$ cat config.mk
export PLATFORM = sky130hd
export DESIGN_NAME = bp_nonsynth_perf_bank
export DESIGN_NICKNAME = d
export VERILOG_FILES = /design/src/rtl/bp_common_pkg.sv /design/src/rtl/bp_nonsynth_perf_sat_counter.sv /design/src/rtl/bp_nonsynth_perf_bank.sv
export SDC_FILE = /design/constraint.sdc
export NUM_CORES = 2
export LEC_CHECK = 0
export CAP_MARGIN = 30
export CORE_AREA = 2 2 345 347
export DETAILED_ROUTE_END_ITERATION = 16
export DIE_AREA = 0 0 347 349
export PLACE_DENSITY = 0.61
export SYNTH_ARGS = -nofsm -noshare
export SYNTH_HDL_FRONTEND = slang
export SYNTH_HIERARCHICAL = 1
export SYNTH_SLANG_ARGS = --single-unit
$ cat constraint.sdc
create_clock -name clk_i -period 8.74 [get_ports clk_i]
set_clock_uncertainty 0.15 [all_clocks]
set_input_delay 2.185 -clock clk_i [delete_from_list [all_inputs] [get_ports clk_i]]
set_output_delay 2.185 -clock clk_i [all_outputs]
set_load 0.02 [all_outputs]
$ cat src/rtl/bp_common_pkg.sv
// bp_common_pkg: shared types for the performance counter bank.
package bp_common_pkg;

  typedef enum logic [1:0] {
    e_perf_warmup = 2'd0,
    e_perf_run    = 2'd1,
    e_perf_done   = 2'd2
  } bp_perf_state_e;

endpackage

$ cat src/rtl/bp_nonsynth_perf_sat_counter.sv
// bp_nonsynth_perf_sat_counter: saturating event counter with sticky overflow.
module bp_nonsynth_perf_sat_counter #(
  parameter int width_p = 64
) (
  input  logic               clk_i,
  input  logic               reset_n_i,
  input  logic               en_i,
  input  logic               inc_i,
  input  logic               clear_i,
  output logic [width_p-1:0] cnt_o,
  output logic [width_p-1:0] cnt_n_o,
  output logic               ovf_o
);
  logic full, step;
  assign full = &cnt_o;
  assign step = en_i & inc_i & ~clear_i;
  // overflow marks a dropped increment, so reaching all-ones exactly is not flagged
  assign cnt_n_o = clear_i ? '0 : (step & ~full) ? cnt_o + width_p'(1) : cnt_o;
  always_ff @(posedge clk_i or negedge reset_n_i) begin
    if (!reset_n_i) begin
      cnt_o <= '0;
      ovf_o <= 1'b0;
    end else begin
      cnt_o <= cnt_n_o;
      ovf_o <= ~clear_i & (ovf_o | (step & full));
    end
  end
endmodule

$ cat src/rtl/bp_nonsynth_perf_bank.sv
// bp_nonsynth_perf_bank: warmup/windowed clock, instruction and event counters with snapshots.
module bp_nonsynth_perf_bank
  import bp_common_pkg::*;
#(
  parameter int num_events_p   = 4,
  parameter int cnt_width_p    = 64,
  parameter int warmup_width_p = 32
) (
  input  logic                                clk_i,
  input  logic                                reset_n_i,
  input  logic                                freeze_i,
  input  logic                                clear_i,
  input  logic                                debug_mode_i,
  input  logic [warmup_width_p-1:0]           warmup_instr_i,
  input  logic [cnt_width_p-1:0]              window_instr_i,
  input  logic                                commit_v_i,
  input  logic [num_events_p-1:0]             event_v_i,
  input  logic                                snapshot_i,
  output logic [1:0]                          state_o,
  output logic [cnt_width_p-1:0]              clk_cnt_o,
  output logic [cnt_width_p-1:0]              instr_cnt_o,
  output logic [num_events_p*cnt_width_p-1:0] event_cnt_o,
  output logic [cnt_width_p-1:0]              snap_clk_o,
  output logic [cnt_width_p-1:0]              snap_instr_o,
  output logic [num_events_p*cnt_width_p-1:0] snap_event_o,
  output logic                                snap_v_o,
  output logic                                done_o,
  output logic [num_events_p+1:0]             ovf_o
);
  localparam int n_cnt = num_events_p + 2;
  bp_perf_state_e state_q, state_n;
  logic [warmup_width_p-1:0] warm_q, warm_n;
  logic [n_cnt-1:0][cnt_width_p-1:0] cnt, cnt_n, snap_q;
  logic [n_cnt-1:0] inc;
  logic restart, running, warm_hit, complete, take_snap;
  assign restart   = freeze_i | clear_i;
  assign running   = (state_q == e_perf_run) & ~debug_mode_i;
  assign inc       = {event_v_i, commit_v_i, 1'b1};
  assign warm_n    = (state_q == e_perf_warmup && !debug_mode_i && commit_v_i && !(&warm_q))
                   ? warm_q + warmup_width_p'(1) : warm_q;
  // leave warmup on the commit that reaches the threshold, or at once when it is already met
  assign warm_hit  = (warm_q == warmup_instr_i) || (warm_n == warmup_instr_i);
  assign complete  = (state_q == e_perf_run) && !restart && (window_instr_i != '0)
                   && (cnt_n[1] == window_instr_i);
  assign take_snap = (state_q == e_perf_run) && !restart && snapshot_i;
  always_comb
    state_n = restart ? e_perf_warmup
            : complete ? e_perf_done
            : (state_q == e_perf_warmup && warm_hit) ? e_perf_run : state_q;
  for (genvar i = 0; i < n_cnt; i++) begin : g_cnt
    bp_nonsynth_perf_sat_counter #(.width_p(cnt_width_p)) u_cnt (
      .clk_i     (clk_i),
      .reset_n_i (reset_n_i),
      .en_i      (running),
      .inc_i     (inc[i]),
      .clear_i   (restart),
      .cnt_o     (cnt[i]),
      .cnt_n_o   (cnt_n[i]),
      .ovf_o     (ovf_o[i])
    );
  end
  always_ff @(posedge clk_i or negedge reset_n_i) begin
    if (!reset_n_i) begin
      state_q  <= e_perf_warmup;
      warm_q   <= '0;
      snap_q   <= '0;
      done_o   <= 1'b0;
      snap_v_o <= 1'b0;
    end else begin
      state_q  <= state_n;
      warm_q   <= restart ? '0 : warm_n;
      snap_q   <= complete ? cnt_n : take_snap ? cnt : snap_q;
      done_o   <= complete;
      snap_v_o <= complete | take_snap;
    end
  end
  assign state_o      = state_q;
  assign clk_cnt_o    = cnt[0];
  assign instr_cnt_o  = cnt[1];
  assign event_cnt_o  = cnt[n_cnt-1:2];
  assign snap_clk_o   = snap_q[0];
  assign snap_instr_o = snap_q[1];
  assign snap_event_o = snap_q[n_cnt-1:2];
endmodule

# Word-level counts from Yosys, hierarchy flattened
# Cells that the tools add are included.
# totals
ff_bits	810
inputBits	107
out_inout_bits	778
wordCells	121
# op_classes
add_sub_neg	7
n_eq_ne	4
n_mux	19
n_bitwise	46
n_reduce_logical	23
# op_table
operator	n
384-bit 2-to-1 mux	2
64-bit 2-to-1 mux	12
64-bit by 1-bit adder with 64-bit output, second input constant	6
64-bit AND reduction	6
32-bit equality test	2
64-bit equality test	1
32-bit 2-to-1 mux	2
64-bit nonzero test	1
32-bit by 1-bit adder with 32-bit output, second input constant	1
32-bit AND reduction	1
1-bit bitwise AND	30
1-bit logical AND	8
1-bit NOT	8
1-bit bitwise OR	8
2-bit 2-to-1 mux	3
1-bit zero test	3
3-bit nonzero test	1
2-bit by 1-bit equality test with 1-bit output, second input constant	1
2-bit zero test	1
2-bit nonzero test	1
1-bit logical OR	1

# Depth between registers and ports, before layout
# depth
depth_word	11
mapped_depth	22
ltp_nobuf	17

# Cells and area by module
# The synthesis kept the hierarchy.
# by_module_without_submodules
mod	instances	cells_each	area_per_inst_um2	seq_area_each_um2
bp_nonsynth_perf_sat_counter	6	435	3814.9	1626.6
bp_nonsynth_perf_bank	1	2120	21082.7	10510.1

# Least setup slack after synthesis
# OpenSTA, ideal clock, no wires.
# synth_timing
path_kind	input -> register
from	input clear_i
to	register snap_q, in the netlist snap_clk_o[0]
setup_time_ps	77
arrival_ps	6449
required_time_ps	8513
setup_slack_ps	2064
cell_stages	21
path_buffers	7
cell_sequence	nor2_1 > clkinv_1 > clkbuf_1 > clkbuf_1 > and3b_1 > buf_2 > nand4_2 > nor4_4 > nand2_4 > or4_1 > a21oi_1 > xnor2_1 > nand4_1 > nor4_1 > nand4_1 > or3_1 > clkbuf_1 > clkbuf_1 > clkbuf_1 > clkbuf_1 > a21oi_1
# synth_lines
item	line_no	source
from (decl)	bp_nonsynth_perf_bank.sv:12	input logic clear_i,
to (signal assigned)	bp_nonsynth_perf_bank.sv:72	snap_q <= complete ? cnt_n : take_snap ? cnt : snap_q;
to (decl)	bp_nonsynth_perf_bank.sv:33	logic [n_cnt-1:0][cnt_width_p-1:0] cnt, cnt_n, snap_q;

==> metrics.txt <==
outcome finished clean; Lkg Pwr around 26 nW; Worst Max-Slew Pin Slew approximately 1.3 ns; port bufs 884; count of final max-slew check failures 0; Async S/R FF share, synth between 90% and 100%; main combinational cell family by area after synthesis simple AND/OR/NAND/NOR gates; critical setup path kind primary input to flop; family with the most delay on the worst path simple AND/OR/NAND/NOR gates; routability congestion estimate from global placement about 0.95; routed length per instance roughly 26 um; summed negative setup slack over all endpoints 0 ns; highest fanout seen on the critical path 117; overall routing resource usage between 20% and 30%; width of the die ~350 um; Slew Limit Headroom between 10% and 20%; Mapped Cells 4,730; cell occurring most often along the worst timing path nor2_1; RSZ-0062 raised after global routing no; number of gates resized after cts 0; first-pass GRT wire length ~270,000 um; highest clock rate around 130 MHz; total of warnings raised by yosys 6; met2 global-route usage roughly 45%; number of DRC violations after detailed-routing iteration 0 between 3,000 and 4,000; average footprint of a synthesized cell between 9 and 10 um2; Buf+Inv Stages, Crit Path 3; clock period minus worst slack around 7.5 ns; most common cell after layout, fill and taps aside clkdlybuf4s50_1; most frequent cells in the layout clkdlybuf4s50_1, dfrtp_1, nor2_1; Critical Path Start Type primary input; delay of the slowest critical-path stage 0.63 ns; vias in the first global route about 40,000; Sinks on Clock Net a little over 800; count of buffers added by post-CTS timing repair for setup 0; CTS H-Tree Depth 3; Die Y between 300 and 400 um; fraction of the yosys area taken by sequential cells a little under half; Pwr Density between 100 and 150 nW/um2; largest buffer count on any clock path 3; EDFF count, synth 0; Top-Level Pins roughly 900; latest clock arrival within the worst-skew pair around 0.7 ns; Post-DRT Antenna Nets 0; simple-gate area share of the yosys netlist 24.0%; Final Setup Violations 0; Core Area around 120,000 um2; critical path cell sequence clkdlybuf4s50_1 > nor2_1 > inv_8 > and3b_1 > nand4_2 > nor2_1 > o21ai_2 > nor4_1 > mux2_2 > xnor2_1 > nand4_1 > nor4_1 > nand4_1 > or3_4 > buf_12 > nor2_1 > a21oi_1; cell area after synthesis between 40,000 and 50,000 um2; layout net count around 5,600; root buffer cell clkbuf_16; top flip-flop cell by instance count after synthesis dfrtp_1; post-synth cell types 66; mux contribution to synthesized area under 10%; peak-usage layer in the global routing report met2; number of hold-repair buffers added at the cts stage 0; slowest stage cell on the critical path or3_4; Total Power between 8 and 9 mW; clock-pin transition on the worst setup and hold timing paths 0.06 ns; critical path endpoint category flop; initial standard-cell utilization of the core a little under two fifths; iteration count of the initial detailed-routing pass 6; routed wire length between 150,000 and 200,000 um; type of the tightest min-delay check flop to flop; synthesized flop and latch total slightly above 800; compound-cell area share of the yosys netlist 11.3%; DRC viols 0; post-detailed-route via-to-cell ratio about 5.8; TritonCTS Buffers between 90 and 100; GR met1 Demand/Resource between 30% and 40%; overall overflow remaining after global route 0; standard-cell row count around 130; critical path data arrival time between 7 and 8 ns; floorplan die area 121,000 um2; Post-DP HPWL ~140,000 um; number of hold-slack violations in the final timing report 0; largest net degree at the start of global routing about 160; CP Data Required Time between 9 and 10 ns; flop2flop setup slack around 2.7 ns; vias after detailed routing between 40,000 and 50,000; area grow syn2layout 31.4%; antenna violations before repair 0; global routing usage on met3 between 6 and 7%; Synth Area in Adders 0.199%; post-synthesis share of cell area spent on xor and xnor gates 6.08%; clock tree from TritonCTS built; Worst IR Drop VDD 0.000178 V; max capacitance violation total 0; Final Cycle Share between 80% and 90%; ratio of cells with drive above 1 in the final layout between 6 and 7%
[sequential cells by signal (all words and copies together), names as in the netlist]
name / count
snap_v_o: 1
state_o: 2
snap_clk_o: 64
snap_instr_o: 64
done_o: 1
snap_event_o: 256
g_cnt.u_cnt/ovf_o: 6
g_cnt.u_cnt/cnt_o: 384
warm_q: 32
[where the power goes]
part / total [mW] / switching, mW / internal, mW
registers: 3.75 / 0.000416 / 3.75
logic: 0.251 / 0.177 / 0.0743
clock network: 4.30 / 1.73 / 2.57
[cell type report]
| class | instances | area (um2) |
|---|---|---|
| diodes | 7 | 17.5 |
| clock buffers | 132 | 2770 |
| clock inverters | 40 | 596 |
| fillers | 11027 | 59700 |
| inverters | 56 | 218 |
| multi-input cells | 3611 | 22500 |
| flip-flops and latches | 810 | 20300 |
| well taps | 1536 | 1920 |
| repair buffers | 950 | 9490 |
[synth_stat cells, drive strengths merged (39+ instances only)]
cell,instances,share of area [%]
o21ai,190,2.2
clkbuf,216,1.8
or3,130,1.9
nand4,198,3.0
nor4,115,2.3
nor2,728,6.2
a21oi,569,6.5
o31ai,56,0.96
nand2,213,1.9
nand3,177,2.2
and4,47,0.94
and3,66,0.94
mux2i,389,8.9
buf,39,0.48
nor3,84,0.98
dfrtp,810,46
nor2b,55,0.78
xnor2,143,2.8
inv,55,0.47
xor2,162,3.2
or4,55,1.0
[path summary, 6_finish.rpt]
path	from	endpoint	depth (start not counted)
max in group asynchronous	reset_n_i	warm_q[8]$_DFF_PN0_	3
setup / recovery	clear_i	snap_event_o[146]$_DFFE_PN0P_	17
hold / removal	g_cnt[3].u_cnt/ovf_o$_DFF_PN0_	g_cnt[3].u_cnt/ovf_o$_DFF_PN0_	2
setup reg to reg	g_cnt[1].u_cnt/cnt_o[31]$_DFF_PN0_	snap_event_o[146]$_DFFE_PN0P_	14
hold reg to reg	g_cnt[3].u_cnt/ovf_o$_DFF_PN0_	g_cnt[3].u_cnt/ovf_o$_DFF_PN0_	2
min in group asynchronous	reset_n_i	snap_instr_o[47]$_DFFE_PN0P_	1
[tightest hold or removal path, delay by kind of cell (launching register included)]
family | cells | cell delay, ns
AO/OA/AOI/OAI | 1 | 0.06
flip-flops | 1 | 0.38
buffers and inverters | 1 | 0.05
[routing by layer]
metal  wire length [um]  vias to the layer above  part of all wire (%)
li1                   -                    18730                     -
met1              77900                    20476                    43
met2              82800                     1613                    45
met3              14300                      292                   7.8
met4               7830                        0                   4.3
met5                  0                        -                     0
[cell families (layout without fill, tap and decap cells)]
logic type      count (synthesis)  in the layout
simple gates                 1979           1979
other cells                     1             10
compound gates                904            904
buf+inv                       311           1178
flops                         810            810
fa+ha+maj                       7              7
mux                           413            413
xor+xnor                      305            305
[metrics by stage]
step | hold WS [ns] | std cells | worst slack, ns | utilization, % | cell area, um2
2_1_floorplan | 0.388 | 4732 | 2.06 | - | 44000
3_3_place_gp | 0.366 | 6958 | 0.741 | 46.3 | 54400
3_5_place_dp | 0.372 | 6961 | 0.698 | 46.3 | 54400
4_1_cts | 0.381 | 7133 | 1.44 | 49.2 | 57800
5_1_grt | 0.412 | 7135 | 1.05 | 49.2 | 57800
6_report | 0.382 | 7142 | 1.25 | 49.2 | 57800
Note: power is estimated with default switching activity, not from simulation.
